==> config.mk <==
export PLATFORM = sky130hd
export DESIGN_NAME = pc_sequencer
export DESIGN_NICKNAME = d
export VERILOG_FILES = /design/src/rtl/pc_sequencer.sv
export SDC_FILE = /design/constraint.sdc
export NUM_CORES = 1
export LEC_CHECK = 0
export CORE_MARGIN = 3
export CORE_UTILIZATION = 25
export CTS_CLUSTER_SIZE = 40
export DETAILED_ROUTE_END_ITERATION = 16
export DONT_BUFFER_PORTS = 1
export MAX_ROUTING_LAYER = met4
export PLACE_DENSITY_LB_ADDON = 0.08
export SLEW_MARGIN = 10
export SYNTH_ARGS = -nofsm -noshare
export SYNTH_HDL_FRONTEND = slang
export SYNTH_SLANG_ARGS = --single-unit
==> constraint.sdc <==
create_clock -name i_clk -period 2.6 [get_ports i_clk]
set_input_delay 0 -clock i_clk [delete_from_list [all_inputs] [get_ports i_clk]]
set_output_delay 0 -clock i_clk [all_outputs]
set_load 0.05 [all_outputs]
==> src/rtl/pc_sequencer.sv <==
// Program-counter stage: holds the fetch PC, drives the fetch handshake and inserts a flush bubble on redirects.
// Optional alignment enforcement on redirect targets is compiled in with `define PC_ALIGN_CHECK_EN.
module pc_sequencer #(
    parameter logic [31:0] RESET_PC = 32'h0000_0000,
    parameter int unsigned CNT_W    = 16
) (
    input  logic             i_clk,
    input  logic             i_rst_n,
    input  logic             i_stall,
    input  logic             i_fetch_ready,
    input  logic             i_branch_taken,
    input  logic [31:0]      i_branch_target,
    input  logic             i_jump,
    input  logic [31:0]      i_jump_target,
    output logic [31:0]      o_pc_out,
    output logic [31:0]      o_pc_plus4,
    output logic             o_fetch_valid,
    output logic             o_flush,
    output logic [CNT_W-1:0] o_redirect_cnt,
    output logic             o_misalign_err
);

    typedef enum logic [1:0] {
        S_BOOT     = 2'd0,
        S_FETCH    = 2'd1,
        S_REDIRECT = 2'd2
    } state_t;

    localparam logic [CNT_W-1:0] CNT_ONE = {{(CNT_W-1){1'b0}}, 1'b1};
    localparam logic [CNT_W-1:0] CNT_MAX = {CNT_W{1'b1}};

    state_t           r_state;
    state_t           w_next_state;
    logic [31:0]      r_pc;
    logic [31:0]      w_pc_next;
    logic [31:0]      w_pc_plus4;
    logic [CNT_W-1:0] r_cnt;
    logic             w_redirect_req;
    logic             w_accept;
    logic [31:0]      w_target_raw;
    logic [31:0]      w_target;

    // Jump outranks a simultaneous taken branch.
    assign w_redirect_req = i_jump | i_branch_taken;
    assign w_target_raw   = i_jump ? i_jump_target : i_branch_target;
    assign w_accept       = w_redirect_req &&
                            ((r_state == S_FETCH) || (r_state == S_REDIRECT));
    assign w_pc_plus4     = r_pc + 32'd4;

`ifdef PC_ALIGN_CHECK_EN
    logic w_target_misaligned;
    logic r_misalign;

    assign w_target            = {w_target_raw[31:2], 2'b00};
    assign w_target_misaligned = |w_target_raw[1:0];

    // Accepted redirects always land in REDIRECT, so this pulse lines up with the bubble.
    always_ff @(posedge i_clk or negedge i_rst_n) begin
        if (!i_rst_n) begin
            r_misalign <= 1'b0;
        end else begin
            r_misalign <= w_accept & w_target_misaligned;
        end
    end

    assign o_misalign_err = r_misalign;
`else
    assign w_target       = w_target_raw;
    assign o_misalign_err = 1'b0;
`endif

    always_ff @(posedge i_clk or negedge i_rst_n) begin
        if (!i_rst_n) begin
            r_state <= S_BOOT;
            r_pc    <= RESET_PC;
        end else begin
            r_state <= w_next_state;
            r_pc    <= w_pc_next;
        end
    end

    always_comb begin
        w_next_state = r_state;
        w_pc_next    = r_pc;
        case (r_state)
            S_BOOT: begin
                w_next_state = S_FETCH;
            end
            S_FETCH: begin
                if (w_redirect_req) begin
                    w_pc_next    = w_target;
                    w_next_state = S_REDIRECT;
                end else if (i_fetch_ready && !i_stall) begin
                    w_pc_next = w_pc_plus4;
                end
            end
            S_REDIRECT: begin
                if (w_redirect_req) begin
                    w_pc_next = w_target;
                end else begin
                    w_next_state = S_FETCH;
                end
            end
            default: begin
                w_next_state = S_BOOT;
            end
        endcase
    end

    // Saturating count of accepted redirects.
    always_ff @(posedge i_clk or negedge i_rst_n) begin
        if (!i_rst_n) begin
            r_cnt <= '0;
        end else if (w_accept && (r_cnt != CNT_MAX)) begin
            r_cnt <= r_cnt + CNT_ONE;
        end
    end

    assign o_pc_out       = r_pc;
    assign o_pc_plus4     = w_pc_plus4;
    assign o_fetch_valid  = (r_state == S_FETCH);
    assign o_flush        = (r_state == S_REDIRECT);
    assign o_redirect_cnt = r_cnt;

endmodule

Word-level counts from Yosys, hierarchy flattened
Cells that the tools add are included.
{"block": "op_classes", "addsub": 2, "n_eq_ne": 7, "muxes": 8, "bitwise": 1, "n_reduce_logical": 9}
{"op": "two-way mux 32 bit", "count": 4}
{"op": "one-hot mux 32 bit (2 select lines)", "count": 1}
{"op": "adder 32 x 3 -> 32 bit (second input constant)", "count": 1}
{"op": "adder 16 x 1 -> 16 bit (second input constant)", "count": 1}
{"op": "inequality test 16 bit (second input constant)", "count": 1}
{"op": "one-hot mux 2 bit (3 select lines)", "count": 1}
{"op": "two-way mux 2 bit", "count": 2}
{"op": "inequality test 2 x 1 -> 1 bit (second input constant)", "count": 2}
{"op": "logical AND 1 bit", "count": 3}
{"op": "inequality test 3 x 1 -> 1 bit (second input constant)", "count": 1}
{"op": "AND reduction 3 bit", "count": 1}
{"op": "== test 2 x 1 -> 1 bit (second input constant)", "count": 1}
{"op": "== test 2 bit (second input constant)", "count": 1}
{"op": "logical NOT 2 bit", "count": 1}
{"op": "inequality test 2 bit (second input constant)", "count": 1}
{"op": "AND reduction 2 bit", "count": 1}
{"op": "nonzero test 2 bit", "count": 1}
{"op": "logical NOT 1 bit", "count": 1}
{"op": "logical OR 1 bit", "count": 1}
{"op": "OR 1 bit", "count": 1}
{"block": "word_totals", "register_bits": 50, "in_bits": 70, "out_inout_bits": 83, "wordCells": 30}

Depth between registers and ports, before layout
Gate-level depths: netlist of the first run.
{"block": "depth", "word_depth": 5, "ltp_mapped": 9, "ltp_nobuf": 7}

Worst setup path after synthesis of the first run
Ideal clock, no wire load.
{"block": "synth_path", "path_type": "reg2out", "start": "register r_pc[2], in the netlist o_pc_out[2]", "end": "output port o_pc_plus4[26]", "t_arrival_ns": 2.852, "required_ns": 2.600, "setup_slack_ns": -0.252, "path_stages_with_launch": 7, "path_buffers": 1, "path_cell_list": "dfrtp_1 -> ha_1 -> nand4_1 -> or4_1 -> clkbuf_1 -> nor3_1 -> xor2_1"}
{"block": "synth_between", "elab_chain_cells": 1}
{"element": "start, declared", "line": "34", "rtl": "logic [31:0] r_pc;"}
{"element": "start signal, assigned", "line": "78", "rtl": "r_pc <= w_pc_next;"}
{"element": "adder 32 x 3 -> 32 bit", "line": "48", "rtl": "assign w_pc_plus4 = r_pc + 32'd4;"}
{"element": "end, declared", "line": "16", "rtl": "output logic [31:0] o_pc_plus4,"}
Every way passes these cells.

Worst setup path in the final report of the first run
{"block": "layout_path", "start": "register r_pc[6], in the netlist o_pc_out[6]", "end": "output port o_pc_plus4[29]"}
Same word-level chain as after synthesis.

==> results of run 1 <==
## registers in the layout, indices dropped and copies added (netlist names)
register / count
r_state: 2
o_pc_out: 32
o_redirect_cnt: 16
## cell type report
class	count	area share (%)
multi-input combinational	296	45.29
clock buffer	7	3.048
clock inverter	1	0.1070
timing repair buffer	100	19.30
tap	176	4.706
inverter	10	0.8021
sequential	50	26.74
## timing repair
action	in CTS	in global routing
gates resized for setup	1	2
endpoints found under the setup margin	1	2
pin swaps	0	0
hold buffers	14	0
endpoints found under the hold margin	57	0
## metrics by stage
step | instance area [um2] | setup WS [ns] | total power (uW) | hold slack, ns | cells
2_1_floorplan | 3510 | -0.05608 | 5202 | -0.2956 | 387
3_3_place_gp | 4360 | 0.3086 | 6791 | -0.2923 | 618
3_5_place_dp | 4360 | 0.2563 | 6815 | -0.2920 | 618
4_1_cts | 4669 | 0.07833 | 7578 | 0.02432 | 640
5_1_grt | 4679 | 0.05992 | 7977 | 0.04969 | 640
6_report | 4679 | 0.1879 | 7520 | 0.03103 | 640
## cell families (layout without fill, tap and decap cells)
kind of cell             Yosys count  after routing
multiplexers                      10             10
other                              1              1
flip-flops                        50             50
AND/OR/NAND/NOR                  123            123
buffers and inverters             41            118
XOR/XNOR                          43             43
AO/OA/AOI/OAI                    114            114
adder cells (fa/ha/maj)            5              5
## where the power goes
part | internal [uW] | total [uW] | switching (uW)
combinational | 1720 | 5420 | 3700
clock | 383 | 691 | 307
sequential | 1100 | 1410 | 314
## tightest hold or removal path: stages
cell and delay (ns):
mux2i_1 0.07, nand2_1 0.09, o211a_1 0.13
## Yosys cell counts (3+ instances only)
cell | instances | area [um2]
o22a_1 | 16 | 140.1
a22o_1 | 5 | 43.79
o22ai_1 | 11 | 68.82
or4_1 | 3 | 22.52
o21ai_0 | 15 | 75.07
nor3_1 | 9 | 45.04
nor2_1 | 19 | 71.32
inv_1 | 10 | 37.54
clkbuf_1 | 22 | 82.58
o21a_1 | 8 | 60.06
xnor2_1 | 27 | 236.5
a21oi_1 | 20 | 100.1
and4_1 | 6 | 52.55
buf_2 | 3 | 15.01
nand2_1 | 23 | 86.33
ha_1 | 5 | 62.56
nand4_1 | 8 | 50.05
buf_4 | 4 | 30.03
dfrtp_1 | 50 | 1251
nand3_1 | 20 | 100.1
xor2_1 | 16 | 140.1
and3_1 | 11 | 68.82
a211oi_1 | 6 | 45.04
nor2b_1 | 8 | 50.05
a31oi_1 | 14 | 87.58
mux2i_1 | 9 | 90.09
## per-layer routing
layer	GRT usage, %	wire (um)	vias to the layer above
li1	-	-	1579
met1	20.76	5358	1559
met2	26.73	5851	111
met3	4.087	961	7
met4	2.907	81	0
met5	-	0	-
## cells in the final DEF, fill, tap and decap left out, drive strengths merged, types with 11 or more instances in the layout
master / netlist / final
dfrtp: 50 / 50
o22a: 16 / 16
dlygate4sd3: 0 / 13
a21oi: 20 / 20
o22ai: 11 / 11
buf: 9 / 87
nor2: 19 / 19
nand2: 23 / 23
nand3: 20 / 20
xor2: 16 / 16
and3: 11 / 11
a31oi: 14 / 14
o21ai: 15 / 15
xnor2: 27 / 27
## worst paths after layout
check / to / slack (ns)
worst max-delay path: o_pc_plus4[29] / 0.19
worst min-delay path: o_pc_out[22] / 0.03
worst max register to register: o_pc_out[20] / 0.23
worst min register to register: o_pc_out[0] / 0.52
max in group asynchronous: o_redirect_cnt[11] / 2.12
min in group asynchronous: o_pc_out[6] / 0.22
==> impl_metrics.csv, run 1 <==
group,metric,value,unit
synthesis,async_flop_share,100.0,%
power_and_ir_drop,ir_worst_vdd,537.0,uV
sta,post-route-min-period,2.412,ns
worst_setup_path,crit_cells,5,
cells_and_area,antenna_cells_inserted,0,
outcome,status,"complete, no violations",
synthesis,ys_ff_latch,50,
synthesis,area_fraction_in_compound_gates_after_synthesis,22.77,%
worst_setup_path,path_buf_inv,1,
global_route,grt_resource_usage_total,16.34,%
die,floorplan.rows,42,
synthesis,yosys_warnings,0,
hold_path,min_from,"i_branch_target[22]",
clocking,ctsRootBufferMaster,"clkbuf_16",
global_route,initial_antenna_violation_count,0,
sta,setup_viol,0,
synthesis,synthesis.instances,387,
cells_and_area,syn_to_final_growth,34.77,%
worst_setup_path,cp-end-kind,"primary output",
worst_setup_path,reg2reg_from,"o_pc_out[4]",
worst_setup_path,crit_path_cell_trace,"nand3_1 -> or4_4 -> nor4_4 -> xor2_2 -> buf_12",
die,floorplan.initialDensity,25.91,%
routing,first_pass_iters,4,
sta,finalSetupTns,0,ns
sta,finalHoldViolations,0,
synthesis,synth_mux_area_share,2.919,%
routing,avgViaCountPerCell,5.088,
global_route,grt_pass1_wl,18650,um
power_and_ir_drop,p_per_area,1607,mW/mm2
worst_setup_path,cp_data_arrival_time,2.41,ns
clocking,cts_htree_levels,2,
clocking,clock_path_buffers,2,
global_route,via_count_of_the_first_global_routing_pass,3327,
sta,max-slew-margin-rel,59.62,%
cells_and_area,finalNetCount,538,
global_route,grt_overflow,0,
clocking,cts_buffers,5,
worst_setup_path,worst-setup-path-type,"flip-flop to primary output",
worst_setup_path,worst-r2r-cell-count,9,
global_route,grt_start_max_net_pins,51,
routing,wl,12250,um
sta,layout_worst_path_cycle_share,92.77,%
synthesis,synth_seq_area_share,36.04,%
synthesis,largest_family_of_logic_cells_by_synthesized_area,"compound AO/OA/AOI/OAI gates",
cells_and_area,final_util,34.92,%
clocking,clock_latency,0.29,ns
routing,num_vias,3256,
sta,worst_clock_skew,0.006759,ns
run,max_cap_violations,0,
place,place_hpwl,8732,um
sta,fmax,414.6,MHz
worst_setup_path,slowest_delay,0.65,ns
synthesis,ys_dominant_reg_cell,"dfrtp_1",
die,core,0.01340,mm2
synthesis,synth_xor_area_share,10.85,%
clocking,sink_count,50,
sta,grt_setup_unrepaired,"false",
die,die-area,0.01534,mm2
synthesis,post_synth_fa_ha_maj_area_fraction,1.802,%
clocking,clkSlewWorstSetupHoldPaths,0.07,ns
synthesis,synthesis.nets,462,
die,die_height,123.9,um
clocking,post_cts.repair.setup_buffers,0,
cells_and_area,seqCellArea,0.001251,mm2
worst_setup_path,worstSetupStartpoint,"o_pc_out[6]",
worst_setup_path,cp_slowest_cell,"or4_4",
worst_setup_path,cp_launch_type,"flip-flop",
worst_setup_path,timing.critical_path.required,2.60,ns
clocking,tritoncts,"yes",
worst_setup_path,crit_fanout,6,
power_and_ir_drop,power.leakage,0.001961,uW
die,die_x,123.9,um
cells_and_area,num-fill-cells,1424,
routing,drc,0,
sta,tightestPinTransition,0.6056,ns
synthesis,synthesis.area_per_instance,8.972,um2
synthesis,synthSimpleGateAreaFrac,20.54,%
place,globalplace.congestion,0.7626,
place,io_buffer_count,0,
worst_setup_path,critical_path.top_delay_family,"simple AND/OR/NAND/NOR gates",
synthesis,synthDistinctLibCells,53,
hold_path,whs_path_depth,3,
routing,detailed_route_wire_length_per_cell,19.15,um
cells_and_area,multiInputGateArea,0.002120,mm2
die,top_level_ports,153,
synthesis,syn_area,0.003472,mm2
cells_and_area,drive_gt1_share,25.00,%
synthesis,number_of_flops_mapped_to_enable_cells_by_yosys,0,
routing,iter_0_drt_violations,193,
sta,maxSlewViolCount,0,
routing,drtAntennaViolNets,0,
hold_path,min_path_type,"input pin to flip-flop",
(Power assumes the default switching activity.)
==> run 2, diff against run 1 <==
- CORE_UTILIZATION: 25 -> 57
==> impl_metrics.csv, run 2 (synthesis gave the netlist of run 1 again) <==
group,metric,value,unit
global_route,via_count_of_the_first_global_routing_pass,3438,
sta,layout_worst_path_cycle_share,91.92,%
sta,setup_viol,0,
routing,drc,0,
run,max_cap_violations,0,
hold_path,whs_path_depth,3,
sta,fmax,418.4,MHz
clocking,clock_latency,0.30,ns
clocking,clkSlewWorstSetupHoldPaths,0.10,ns
die,core,0.005709,mm2
clocking,cts_buffers,5,
cells_and_area,drive_gt1_share,24.68,%
cells_and_area,layout.cells.most_common,"buf_4",
global_route,grt_resource_usage_total,30.75,%
worst_setup_path,worst-r2r-cell-count,6,
cells_and_area,most-common-layout-cells,"buf_4, dfrtp_1, xnor2_1",
sta,tightestPinTransition,0.6174,ns
die,floorplan.initialDensity,60.82,%
worst_setup_path,cp-end-kind,"primary output",
clocking,sink_count,50,
worst_setup_path,worst-setup-path-type,"flip-flop to primary output",
sta,maxSlewViolCount,0,
worst_setup_path,cp_launch_type,"flip-flop",
worst_setup_path,timing.critical_path.required,2.60,ns
place,place_hpwl,7408,um
place,io_buffer_count,0,
worst_setup_path,critical_path.top_delay_family,"simple AND/OR/NAND/NOR gates",
place,dpl_worst_slack,0.3097,ns
worst_setup_path,cp_slowest_cell,"or4_4",
global_route,grt_overflow,0,
cells_and_area,finalNetCount,536,
worst_setup_path,crit_path_cell_trace,"nand3_1 -> or4_4 -> nor3_1 -> buf_4 -> xor2_2 -> buf_12",
worst_setup_path,crit_fanout,6,
cells_and_area,final_util,79.29,%
routing,detailed_route_wire_length_per_cell,19.81,um
hold_path,min_path_type,"input pin to flip-flop",
sta,finalHoldViolations,0,
clocking,post_cts.repair.setup_buffers,0,
die,die-area,0.007064,mm2
power_and_ir_drop,power.leakage,0.001938,uW
worst_setup_path,cp_data_arrival_time,2.39,ns
sta,worst_clock_skew,0.01189,ns
routing,first_pass_iters,5,
clocking,tritoncts,"yes",
worst_setup_path,crit_cells,6,
sta,setup_slack,0.2100,ns
cells_and_area,largest_reg_flops,32,
power_and_ir_drop,p_per_area,1624,mW/mm2
outcome,status,"complete, no violations",
routing,avgViaCountPerCell,6.442,
global_route,initial_antenna_violation_count,0,
routing,iter_0_drt_violations,258,
worst_setup_path,slowest_delay,0.63,ns
global_route,grt_start_max_net_pins,51,
routing,drtAntennaViolNets,0,
clocking,clock_path_buffers,2,
global_route,grt_pass1_wl,17240,um
die,floorplan.rows,27,
die,top_level_ports,153,
power_and_ir_drop,ir_worst_vdd,1440,uV
cells_and_area,syn_to_final_growth,30.38,%
die,die_height,84.05,um
worst_setup_path,path_buf_inv,2,
cells_and_area,antenna_cells_inserted,0,
sta,max-slew-margin-rel,58.52,%
sta,grt_setup_unrepaired,"false",
die,die_x,84.05,um
clocking,cts_htree_levels,2,
sta,post-route-min-period,2.390,ns
clocking,ctsRootBufferMaster,"clkbuf_8",
routing,num_vias,3440,
place,globalplace.congestion,0.8488,
routing,wl,10580,um
==> run 2: repair_timing <==
item,CTS,global route
hold buffers,17,0
resized for setup,0,5
setup endpoints to repair,0,6
hold endpoints to repair,59,0
==> run 2: tightest hold or removal path, delay by kind of cell <==
kind,cells,cell delay [ns]
AOI/OAI and AO/OA,3,0.29
==> run 2: metrics by stage <==
step           instances  hold WS, ns  total power, uW  TNS [ns]  cell area (um2)
2_1_floorplan        387      -0.2956             5202  -0.08913             3510
4_1_cts              534     0.002752             7323         0             4506
3_3_place_gp         509      -0.2941             6492         0             4180
3_5_place_dp         509      -0.2942             6597         0             4180
5_1_grt              534      0.03023             7711         0             4527
6_report             534      0.01429             7352         0             4527
==> run 2: cell type report <==
| class | count | area (um2) |
|---|---|---|
| Clock inverter | 3 | 68.82 |
| Inverter | 10 | 37.54 |
| Tap cell | 72 | 90.09 |
| Fill cell | 405 | 1182 |
| Timing Repair Buffer | 98 | 883.3 |
| Multi-Input combinational cell | 296 | 2127 |
| Sequential cell | 50 | 1251 |
| Clock buffer | 5 | 68.82 |
==> run 2: worst paths after layout <==
check | from | to | slack (ns)
worst min-delay path | i_branch_target[31] | o_pc_out[31] | 0.01
worst max-delay path | o_pc_out[6] | o_pc_plus4[27] | 0.21
worst max register to register | r_state[0] | o_pc_out[26] | 0.26
min in group asynchronous | i_rst_n | o_pc_out[30] | 0.25
max in group asynchronous | i_rst_n | o_pc_out[14] | 2.11
worst min register to register | o_pc_out[2] | o_pc_out[2] | 0.61
==> run 2: metal layers <==
| layer | track usage, % | share of wire (%) |
|---|---|---|
| met1 | 37.57 | 39 |
| met2 | 52.08 | 51 |
| met3 | 7.009 | 8.8 |
| met4 | 6.579 | 1.1 |
| met5 | - | 0 |
==> run 2: power breakdown <==
group | internal, uW | switching (uW) | total, uW
Combinational | 1650 | 3610 | 5260
Clock | 386 | 278 | 663
Sequential | 1100 | 333 | 1430
